===== src/rtl/cmp_minmax_seq.sv =====
// cmp_minmax_seq: burst min/max scanner sharing one four_bc comparator between max and min passes
// Optional MINMAX_INDEX_EN adds max_idx/min_idx outputs with 0-based sample indices.
module four_bc (
    input  logic [3:0] a,
    input  logic [3:0] b,
    output logic       k,
    output logic       l,
    output logic       m
);
    assign k = a > b;
    assign l = a == b;
    assign m = a < b;
endmodule

module cmp_minmax_seq #(
    parameter int N_SAMPLES = 8,
    parameter int CNT_W     = 4
) (
    input  logic             clk,
    input  logic             rst,
    input  logic             start,
    input  logic             in_valid,
    input  logic [3:0]       in_data,
    output logic             in_ready,
    output logic             busy,
    output logic             done,
    output logic [3:0]       max_out,
    output logic [3:0]       min_out,
    output logic             eq_all
`ifdef MINMAX_INDEX_EN
    ,
    output logic [CNT_W-1:0] max_idx,
    output logic [CNT_W-1:0] min_idx
`endif
);
    typedef enum logic [2:0] {IDLE, FIRST, WAIT, CMP_MAX, CMP_MIN, DONE} state_t;
    state_t           state;
    logic [3:0]       s_reg, run_max, run_min, cmp_b;
    logic [CNT_W-1:0] cnt;
    logic             eq, k, l, m, xfer;
`ifdef MINMAX_INDEX_EN
    logic [CNT_W-1:0] run_max_idx, run_min_idx;
`endif
    assign xfer  = in_valid & in_ready;
    assign cmp_b = state == CMP_MIN ? run_min : run_max;
    four_bc u_cmp (.a(s_reg), .b(cmp_b), .k(k), .l(l), .m(m));
    always_ff @(posedge clk) begin
        if (rst) begin
            state    <= IDLE;
            in_ready <= 1'b0;
            busy     <= 1'b0;
            done     <= 1'b0;
            max_out  <= '0;
            min_out  <= '0;
            eq_all   <= 1'b0;
            s_reg    <= '0;
            run_max  <= '0;
            run_min  <= '0;
            cnt      <= '0;
            eq       <= 1'b0;
`ifdef MINMAX_INDEX_EN
            run_max_idx <= '0;
            run_min_idx <= '0;
            max_idx     <= '0;
            min_idx     <= '0;
`endif
        end else begin
            done <= 1'b0;
            case (state)
                IDLE: if (start) begin
                    state    <= FIRST;
                    in_ready <= 1'b1;
                    busy     <= 1'b1;
                end
                FIRST: if (xfer) begin
                    run_max <= in_data;
                    run_min <= in_data;
                    eq      <= 1'b1;
                    cnt     <= CNT_W'(1);
`ifdef MINMAX_INDEX_EN
                    run_max_idx <= '0;
                    run_min_idx <= '0;
`endif
                    state   <= WAIT;
                end
                WAIT: if (xfer) begin
                    s_reg    <= in_data;
                    in_ready <= 1'b0;
                    state    <= CMP_MAX;
                end
                CMP_MAX: begin
                    if (k) run_max <= s_reg;
`ifdef MINMAX_INDEX_EN
                    if (k) run_max_idx <= cnt;
`endif
                    if (!l) eq <= 1'b0;
                    state <= CMP_MIN;
                end
                CMP_MIN: begin
                    if (m) run_min <= s_reg;
`ifdef MINMAX_INDEX_EN
                    if (m) run_min_idx <= cnt;
`endif
                    cnt <= cnt + CNT_W'(1);
                    if (cnt + CNT_W'(1) == CNT_W'(N_SAMPLES)) begin
                        state <= DONE;
                        done  <= 1'b1;
                    end else begin
                        state    <= WAIT;
                        in_ready <= 1'b1;
                    end
                end
                DONE: begin
                    max_out <= run_max;
                    min_out <= run_min;
                    eq_all  <= eq;
`ifdef MINMAX_INDEX_EN
                    max_idx <= run_max_idx;
                    min_idx <= run_min_idx;
`endif
                    busy    <= 1'b0;
                    state   <= IDLE;
                end
                default: state <= IDLE;
            endcase
        end
    end
endmodule

===== config.mk =====
export PLATFORM = sky130hd
export DESIGN_NAME = cmp_minmax_seq
export DESIGN_NICKNAME = d
export VERILOG_FILES = /design/src/rtl/cmp_minmax_seq.sv
export SDC_FILE = /design/constraint.sdc
export NUM_CORES = 1
export LEC_CHECK = 0
export ABC_AREA = 1
export CAP_MARGIN = 20
export CELL_PAD_IN_SITES_DETAIL_PLACEMENT = 1
export CELL_PAD_IN_SITES_GLOBAL_PLACEMENT = 2
export CORE_MARGIN = 4
export CORE_UTILIZATION = 30
export CTS_CLUSTER_SIZE = 30
export DETAILED_ROUTE_END_ITERATION = 10
export GPL_ROUTABILITY_DRIVEN = 0
export GPL_TIMING_DRIVEN = 0
export HOLD_SLACK_MARGIN = 0.03
export PLACE_DENSITY = 0.87
export SETUP_SLACK_MARGIN = 0.5
export SYNTH_ARGS = -nofsm -noshare
export SYNTH_HDL_FRONTEND = slang
export SYNTH_SLANG_ARGS = --single-unit

===== constraint.sdc =====
create_clock -name clk -period 2.7 [get_ports clk]
set_input_delay 0.27 -clock clk [delete_from_list [all_inputs] [get_ports clk]]
set_output_delay 0.27 -clock clk [all_outputs]
set_load 0.005 [all_outputs]

# --- Word level (Yosys, flattened, before mapping) ---
# Cells that the tools add are included.
classes:
  n_mux: 22
  n_addsub: 1
  bitwise: 2
  magnitude_cmp: 2
  reduce_logical: 14
  eq_ne: 14
ops:
  columns: ["op", "count"]
  rows:
  - ["$pmux 4 s2", 3]
  - ["$mux 4", 5]
  - ["$pmux 3 s5", 1]
  - ["$ne 2x2->1 const B", 7]
  - ["$mux 3", 4]
  - ["$reduce_and 3->1", 4]
  - ["$eq 3x2->1 const B", 2]
  - ["$eq 3x3->1 const B", 2]
  - ["$mux 1", 6]
  - ["$reduce_and 2->1", 3]
  - ["$reduce_bool 2->1", 3]
  - ["$add 4x1->4 const B", 1]
  - ["$eq 4x4->1", 1]
  - ["$eq 4x4->1 const B", 1]
  - ["$gt 4x4->1", 1]
  - ["$lt 4x4->1", 1]
  - ["$pmux 1 s2", 2]
  - ["$reduce_and 4->1", 1]
  - ["$eq 3x1->1 const B", 1]
  - ["$logic_not 3->1", 1]
  - ["$pmux 1 s3", 1]
  - ["$reduce_bool 3->1", 1]
  - ["$reduce_or 2->1", 1]
  - ["$and 1x1->1", 1]
  - ["$not 1->1", 1]
word_totals:
  reg_bits: 32
  output_inout_bits: 12
  inputBits: 8

# --- Depth between registers and ports, before layout ---
# Gate-level depths: netlist of run 1.
logic_depth:
  ltp_word: 5
  depth_mapped: 13
  mapped_depth_nobuf: 13

# --- Modules after synthesis ---
# Synthesis of run 1 repeated with hierarchy kept, for this count alone.
hier_totals:
  cells_unflattened: 233
  hier_area_um2: 1601.5
modules_own_cells:
  columns: ["module", "cells_per_inst", "area_per_inst_um2", "instances"]
  rows:
  - ["cmp_minmax_seq", 213, 1486.4, 1]
  - ["four_bc", 20, 115.1, 1]

# --- Least setup slack after synthesis of run 1 ---
# Ideal clock, no wire load.
synth_timing:
  path_kind: "register to register"
  startpoint: "register state[2]"
  endpoint: "register run_max[0]"
  stages_incl_launch_ff: 12
  arrival_ns: 1.776
  path_buffers: 1
  slack_ns: 0.812
  period_less_slack_ns: 1.888
  path_cell_list: "dfxtp_1 nand3_4 buf_6 mux2i_1 ha_1 nand2_1 o21ai_0 nand2_2 nand2_1 inv_2 nor2_1 nor2_1"
synth_via:
  elab_chain_cells: 5
synth_lines:
  columns: ["item", "line", "rtl"]
  rows:
  - ["start, declared", "37", "state_t state;"]
  - ["start signal, assigned", "49", "state <= IDLE;"]
  - ["start signal, assigned", "71", "state <= FIRST;"]
  - ["start signal, assigned", "84", "state <= WAIT;"]
  - ["$eq 3x3->1", "45", "assign cmp_b = state == CMP_MIN ? run_min : run_max;"]
  - ["$mux 4", "45", null]
  - ["$gt 4x4->1", "10", "assign k = a > b;"]
  - ["$ne 2x2->1 (no source line)", null, null]
  - ["$reduce_and 3->1 (no source line)", null, null]
  - ["end signal, assigned", "76", "run_max <= in_data;"]
  - ["end signal, assigned", "92", "if (k) run_max <= s_reg;"]
  - ["end, declared", "38", "logic [3:0] s_reg, run_max, run_min, cmp_b;"]
# Several ways; a longest one is shown, not always the timed one.
# A chain may end at the register's enable or synchronous reset.

# --- Final worst setup path of run 1 ---
layout_timing:
  startpoint: "register state[0]"
  endpoint: "register run_max[1]"
# Same word-level chain as after synthesis.

==> results of run 1 <==
==> where the power goes <==
part | leakage [uW] | total (uW) | switching [uW] | internal, uW
combinational | 0.000616 | 492 | 301 | 191
clock | 0.0000541 | 458 | 185 | 273
sequential | 0.000260 | 601 | 59.4 | 542
==> metrics by stage <==
step / area, um^2 / power (uW)
6_report: 2044 / 1551
5_1_grt: 2044 / 1684
3_5_place_dp: 1894 / 1085
4_1_cts: 2006 / 1553
3_3_place_gp: 1894 / 1068
2_1_floorplan: 1627 / 947.9
==> cell usage after synthesis <==
cell type	number	share of area (%)
a21oi_1	26	8.0
a21oi_2	1	0.54
buf_2	1	0.31
buf_6	1	0.69
clkbuf_1	2	0.46
clkbuf_4	1	0.46
dfxtp_1	32	39
ha_1	5	3.8
inv_1	38	8.8
inv_2	3	0.69
mux2i_1	3	1.8
nand2_1	59	14
nand2_2	2	0.77
nand2_4	2	1.4
nand3_1	14	4.3
nand3_2	1	0.62
nand3_4	1	1.1
nand4_1	1	0.38
nor2_1	17	3.9
nor2_2	2	0.77
nor2_4	1	0.69
o211ai_1	1	0.46
o21ai_0	15	4.6
o21ai_1	1	0.31
o21ai_2	3	1.6
o21bai_1	1	0.46
==> metal layers <==
layer | global-route usage, % | wire, um | up-vias
li1 | - | - | 791
met1 | 17.55 | 1974 | 695
met2 | 21.82 | 1798 | 19
met3 | 3.289 | 121 | 5
met4 | 4.983 | 61 | 0
met5 | 0 | 0 | -
==> cells by family after synthesis <==
kind of cell               after synthesis  synth area share (%)
AOI/OAI and AO/OA                       48                 16.00
DFF                                     32                 39.38
muxes                                    3                 1.846
adders and majority gates                5                 3.846
and+or+nand+nor                        100                 27.54
buffers and inverters                   46                 11.38
==> repair_timing <==
| item | 4_1_cts | 5_1_grt |
|---|---|---|
| gates resized for setup | 0 | 9 |
| endpoints found under the setup margin | 0 | 8 |
| buffers inserted | 0 | 2 |
==> worst paths after layout <==
check	start	endpoint	cells after the start
setup / recovery	state[0]	run_max[1]	13
hold / removal	rst	done	2
setup reg to reg	state[0]	run_max[1]	13
hold reg to reg	min_out[3]	min_out[3]	2
==> critical path, cell delays in order, from the launching register on <==
cell,delay (ns)
dfxtp_2,0.36
inv_1,0.09
nand3_4,0.10
buf_12,0.14
mux2i_1,0.19
ha_1,0.26
inv_1,0.06
nor2_1,0.04
o21bai_1,0.20
nand3_2,0.15
nand2_2,0.10
inv_2,0.05
nor2_1,0.08
nor2_1,0.05
==> final cells by class <==
cell class | instances | area, um^2 | share of cell area [%]
Inverter | 41 | 153.9 | 7.528
Clock buffer | 5 | 68.82 | 3.366
Timing Repair Buffer | 20 | 195.2 | 9.547
Multi-Input combinational cell | 156 | 813.3 | 39.78
Sequential cell | 32 | 643.1 | 31.46
Clock inverter | 3 | 42.54 | 2.081
Tap cell | 70 | 87.58 | 4.284
Buffer | 5 | 40.04 | 1.958
==> impl_metrics.json, run 1 <==
{
  "status": "complete, no violations",
  "port-buffer-count": 18,
  "power_density_nw_per_um2": 758.6,
  "setup_viol": 0,
  "setup_tns_ns": 0,
  "worst_setup_path_start_kind": "flop",
  "ff2ff_setup_slack_ns": 0.74,
  "max_freq_mhz": 509.5,
  "cts.path.max_buffers": 2,
  "grt_pass1_vias": 1495,
  "crit_arrival_ns": 2.15,
  "dpl_worst_slack_ns": 0.5166,
  "hold_class": "input pin to flop",
  "pin_count": 20,
  "antenna_found_initial": 0,
  "htreeDepth": 2,
  "grt_max_degree": 12,
  "finalHoldViolations": 0,
  "synth.ff_latch_count": 32,
  "overflow": 0,
  "cts_buffers": 5,
  "cp.required_ns": 2.88,
  "grt_usage_pct": 13.55,
  "fin_crit_sh_pct": 72.69,
  "insertion_delay_ns": 0.28,
  "layout_common_cells": "58 x nand2_1, 37 x inv_1, 30 x dfxtp_1",
  "start_util_pct": 31.45,
  "layout_commonest_cell": "nand2_1",
  "grt_pass1_wl_um": 6934,
  "instances_no_fill": 332,
  "synth.distinct_cells": 26,
  "rows": 26,
  "root_buffer": "clkbuf_8",
  "core_region_area_um2": 5172,
  "period_needed_ns": 1.963,
  "dieArea_um2": 6664,
  "power_leakage_uw": 0.0009302,
  "ys_seq_area_share_pct": 39.38,
  "synth_warnings": 0,
  "ir_worst_vdd_uv": 339.9,
  "avgSynthCellArea_um2": 6.951,
  "setup_slack_ns": 0.7373,
  "cp_max_fo": 10,
  "drtPass1Iterations": 4,
  "dpl.hpwl_um": 3079,
  "diodes": 0,
  "crit_type": "flop to flop",
  "whs_ns": 0.3747,
  "area_growth_syn_to_layout_pct": 25.69,
  "die_w_um": 81.64,
  "slew_headroom_pct": 70.98,
  "drcViolationCount": 0,
  "drv_cap": 0,
  "place_inst": 322,
  "syn-instance-count": 234,
  "clock_skew_ns": 0.004699,
  "fillers": 654,
  "drv_slew": 0,
  "fin_util_pct": 39.53,
  "cp-end-kind": "flop",
  "wl_per_cell_um": 11.91,
  "finalNetCount": 274,
  "cts.clk_slew.worst_paths_ns": 0.07,
  "antenna_left": 0,
  "routed_via_density": 4.548,
  "vias": 1510,
  "syn_area_um2": 1627,
  "worst_pin_slew_ns": 0.4352,
  "syn-num-nets": 247,
  "wl_um": 3955,
  "die_h_um": 81.64,
  "ctsHoldBuffers": 0,
  "drive_above_1_share_pct": 12.98,
  "first_iter_violations": 48,
  "cts.sinks": 32,
  "rsz0062_at_grt": "no",
  "cts_tree": "done"
}
No activity file was read; power rests on OpenSTA's default activity.
==> run 2: changes to the inputs <==
Settings changed: CORE_UTILIZATION 30 to 27, PLACE_DENSITY 0.87 to 0.83.
Clock period 2.7 ns to 1.72 ns, I/O delays scaled along.
==> impl_metrics.json, run 2 (same netlist as run 1, synthesis figures left out) <==
{
  "status": "complete, but fails checks",
  "violations": "setup timing",
  "cp-end-kind": "flop",
  "drive_above_1_share_pct": 33.70,
  "port-buffer-count": 18,
  "slew_headroom_pct": 70.85,
  "dpl.hpwl_um": 3180,
  "combPwrFrac_pct": 45.9,
  "area_growth_syn_to_layout_pct": 48.23,
  "path_common_cell": "inv_2",
  "switching_power_uw": 1183,
  "overflow": 0,
  "cp_top_family": "simple AND/OR/NAND/NOR gates",
  "ir_worst_vdd_uv": 436.7,
  "clkPwrFrac_pct": 22.2,
  "dieArea_um2": 7330,
  "hold_class": "input pin to flop",
  "root_buffer": "clkbuf_8",
  "clock_skew_ns": 0.008944,
  "cp_num_cells": 13,
  "antenna_left": 0,
  "grt_pass1_vias": 1676,
  "worst_pin_slew_ns": 0.4372,
  "drtPass1Iterations": 4,
  "pin_count": 20,
  "setup_slack_ns": -0.2052,
  "start_util_pct": 27.64,
  "insertion_delay_ns": 0.30,
  "finalHoldViolations": 0,
  "path_cells": "inv_2 -> nand3_4 -> buf_12 -> mux2i_2 -> ha_1 -> inv_2 -> nor2_4 -> o21bai_4 -> nand2_2 -> nand2_4 -> nand3_2 -> nand2_1 -> nor2_1",
  "cts.path.max_buffers": 2,
  "r2r_cells": 13,
  "layout_commonest_cell": "nand2_1",
  "wl_um": 5161,
  "setup_viol": 9,
  "rows": 28,
  "first_iter_violations": 44,
  "p_seq_share_pct": 31.9,
  "cp_max_fo": 8,
  "crit_slowest_cell": "dfxtp_2",
  "vias": 1621,
  "rsz0062_at_grt": "yes",
  "worst_setup_path_start_kind": "flop",
  "grt_pass1_wl_um": 7969,
  "p_sw_share_pct": 39.92,
  "crit_type": "flop to flop",
  "cp.required_ns": 1.91,
  "setup_tns_ns": -1.532,
  "die_w_um": 85.62,
  "finalNetCount": 288,
  "max_stage_delay_ns": 0.35,
  "antenna_found_initial": 0,
  "intPower_uw": 1780,
  "diodes": 0,
  "drcViolationCount": 0,
  "cts_buffers": 5,
  "power_uw": 2963,
  "fin_util_pct": 40.97,
  "holdPathStages": 2,
  "wl_per_cell_um": 14.70,
  "period_needed_ns": 1.925,
  "cts.sinks": 32,
  "layout_common_cells": "45 x nand2_1, 31 x inv_1, 26 x dfxtp_1",
  "power_leakage_uw": 0.001083,
  "fillers": 736,
  "power_density_nw_per_um2": 1229,
  "core_region_area_um2": 5886,
  "ctsHoldBuffers": 0,
  "drv_cap": 0,
  "crit_arrival_ns": 2.11,
  "grt_usage_pct": 13.81,
  "grt_max_degree": 11,
  "cts_tree": "done",
  "htreeDepth": 2,
  "die_h_um": 85.62,
  "fin_crit_sh_pct": 111.9,
  "dpl_worst_slack_ns": -0.3536,
  "drv_slew": 0,
  "max_freq_mhz": 519.4,
  "cts.clk_slew.worst_paths_ns": 0.07,
  "routed_via_density": 4.618,
  "crit_buf_inv": 3
}
[run 2: cell types whose count changed in the layout (fill, tap and decap cells not counted), sizes merged, moves of 2 or more]
cell / delta
buf: +12
clkbuf: +3
clkdlybuf4s50: -12
dlygate4sd2: +12
nand2: +2
[run 2: timing repair]
action	CTS	global route
setup endpoints to repair	36	30
cloned	0	2
resized for setup	36	57
buffers inserted	8	6
pin swaps	11	18
[run 2: layout make-up]
type                            instances  area, um^2  area share [%]
Buffer                                  5       47.55           1.972
Clock buffer                            8       100.1           4.152
Tap cell                               75       93.84           3.892
Inverter                               41       171.4           7.109
Timing Repair Buffer                   32       296.5           12.30
Multi-Input combinational cell        158        1051           43.59
Sequential cell                        32       650.6           26.98
[run 2: path summary, 6_finish.rpt]
kind,slack [ns],endpoint,from
max,-0.21,run_min[1],state[0]
min,0.26,done,rst
min reg2reg,0.44,max_out[3],max_out[3]
max reg2reg,-0.21,run_min[1],state[0]
[run 2: per-layer routing]
layer  global-route usage, %  vias up  share of wire (%)
li1                        -      825                  -
met1                   16.20      768                 44
met2                   24.15       19                 52
met3                   3.170        9                2.8
met4                   5.612        0                2.1
met5                       0        -                  0
[run 2: metrics by stage]
stage,cell area (um^2),cells,hold WS [ns]
CTS,2158,343,0.2879
floorplan,1655,234,0.3146
detailed placement,1929,327,0.4401
finish,2411,351,0.2633
global route,2411,351,0.3217
global placement,1929,327,0.4316
[run 2: power by group through the flow]
stage / Combinational (uW) / Sequential [uW] / Clock [uW]
finish: 1360 / 945 / 659
global route: 1490 / 960 / 703
CTS: 948 / 937 / 674
detailed placement: 770 / 962 / 0
global placement: 754 / 959 / 0
floorplan: 579 / 937 / 0
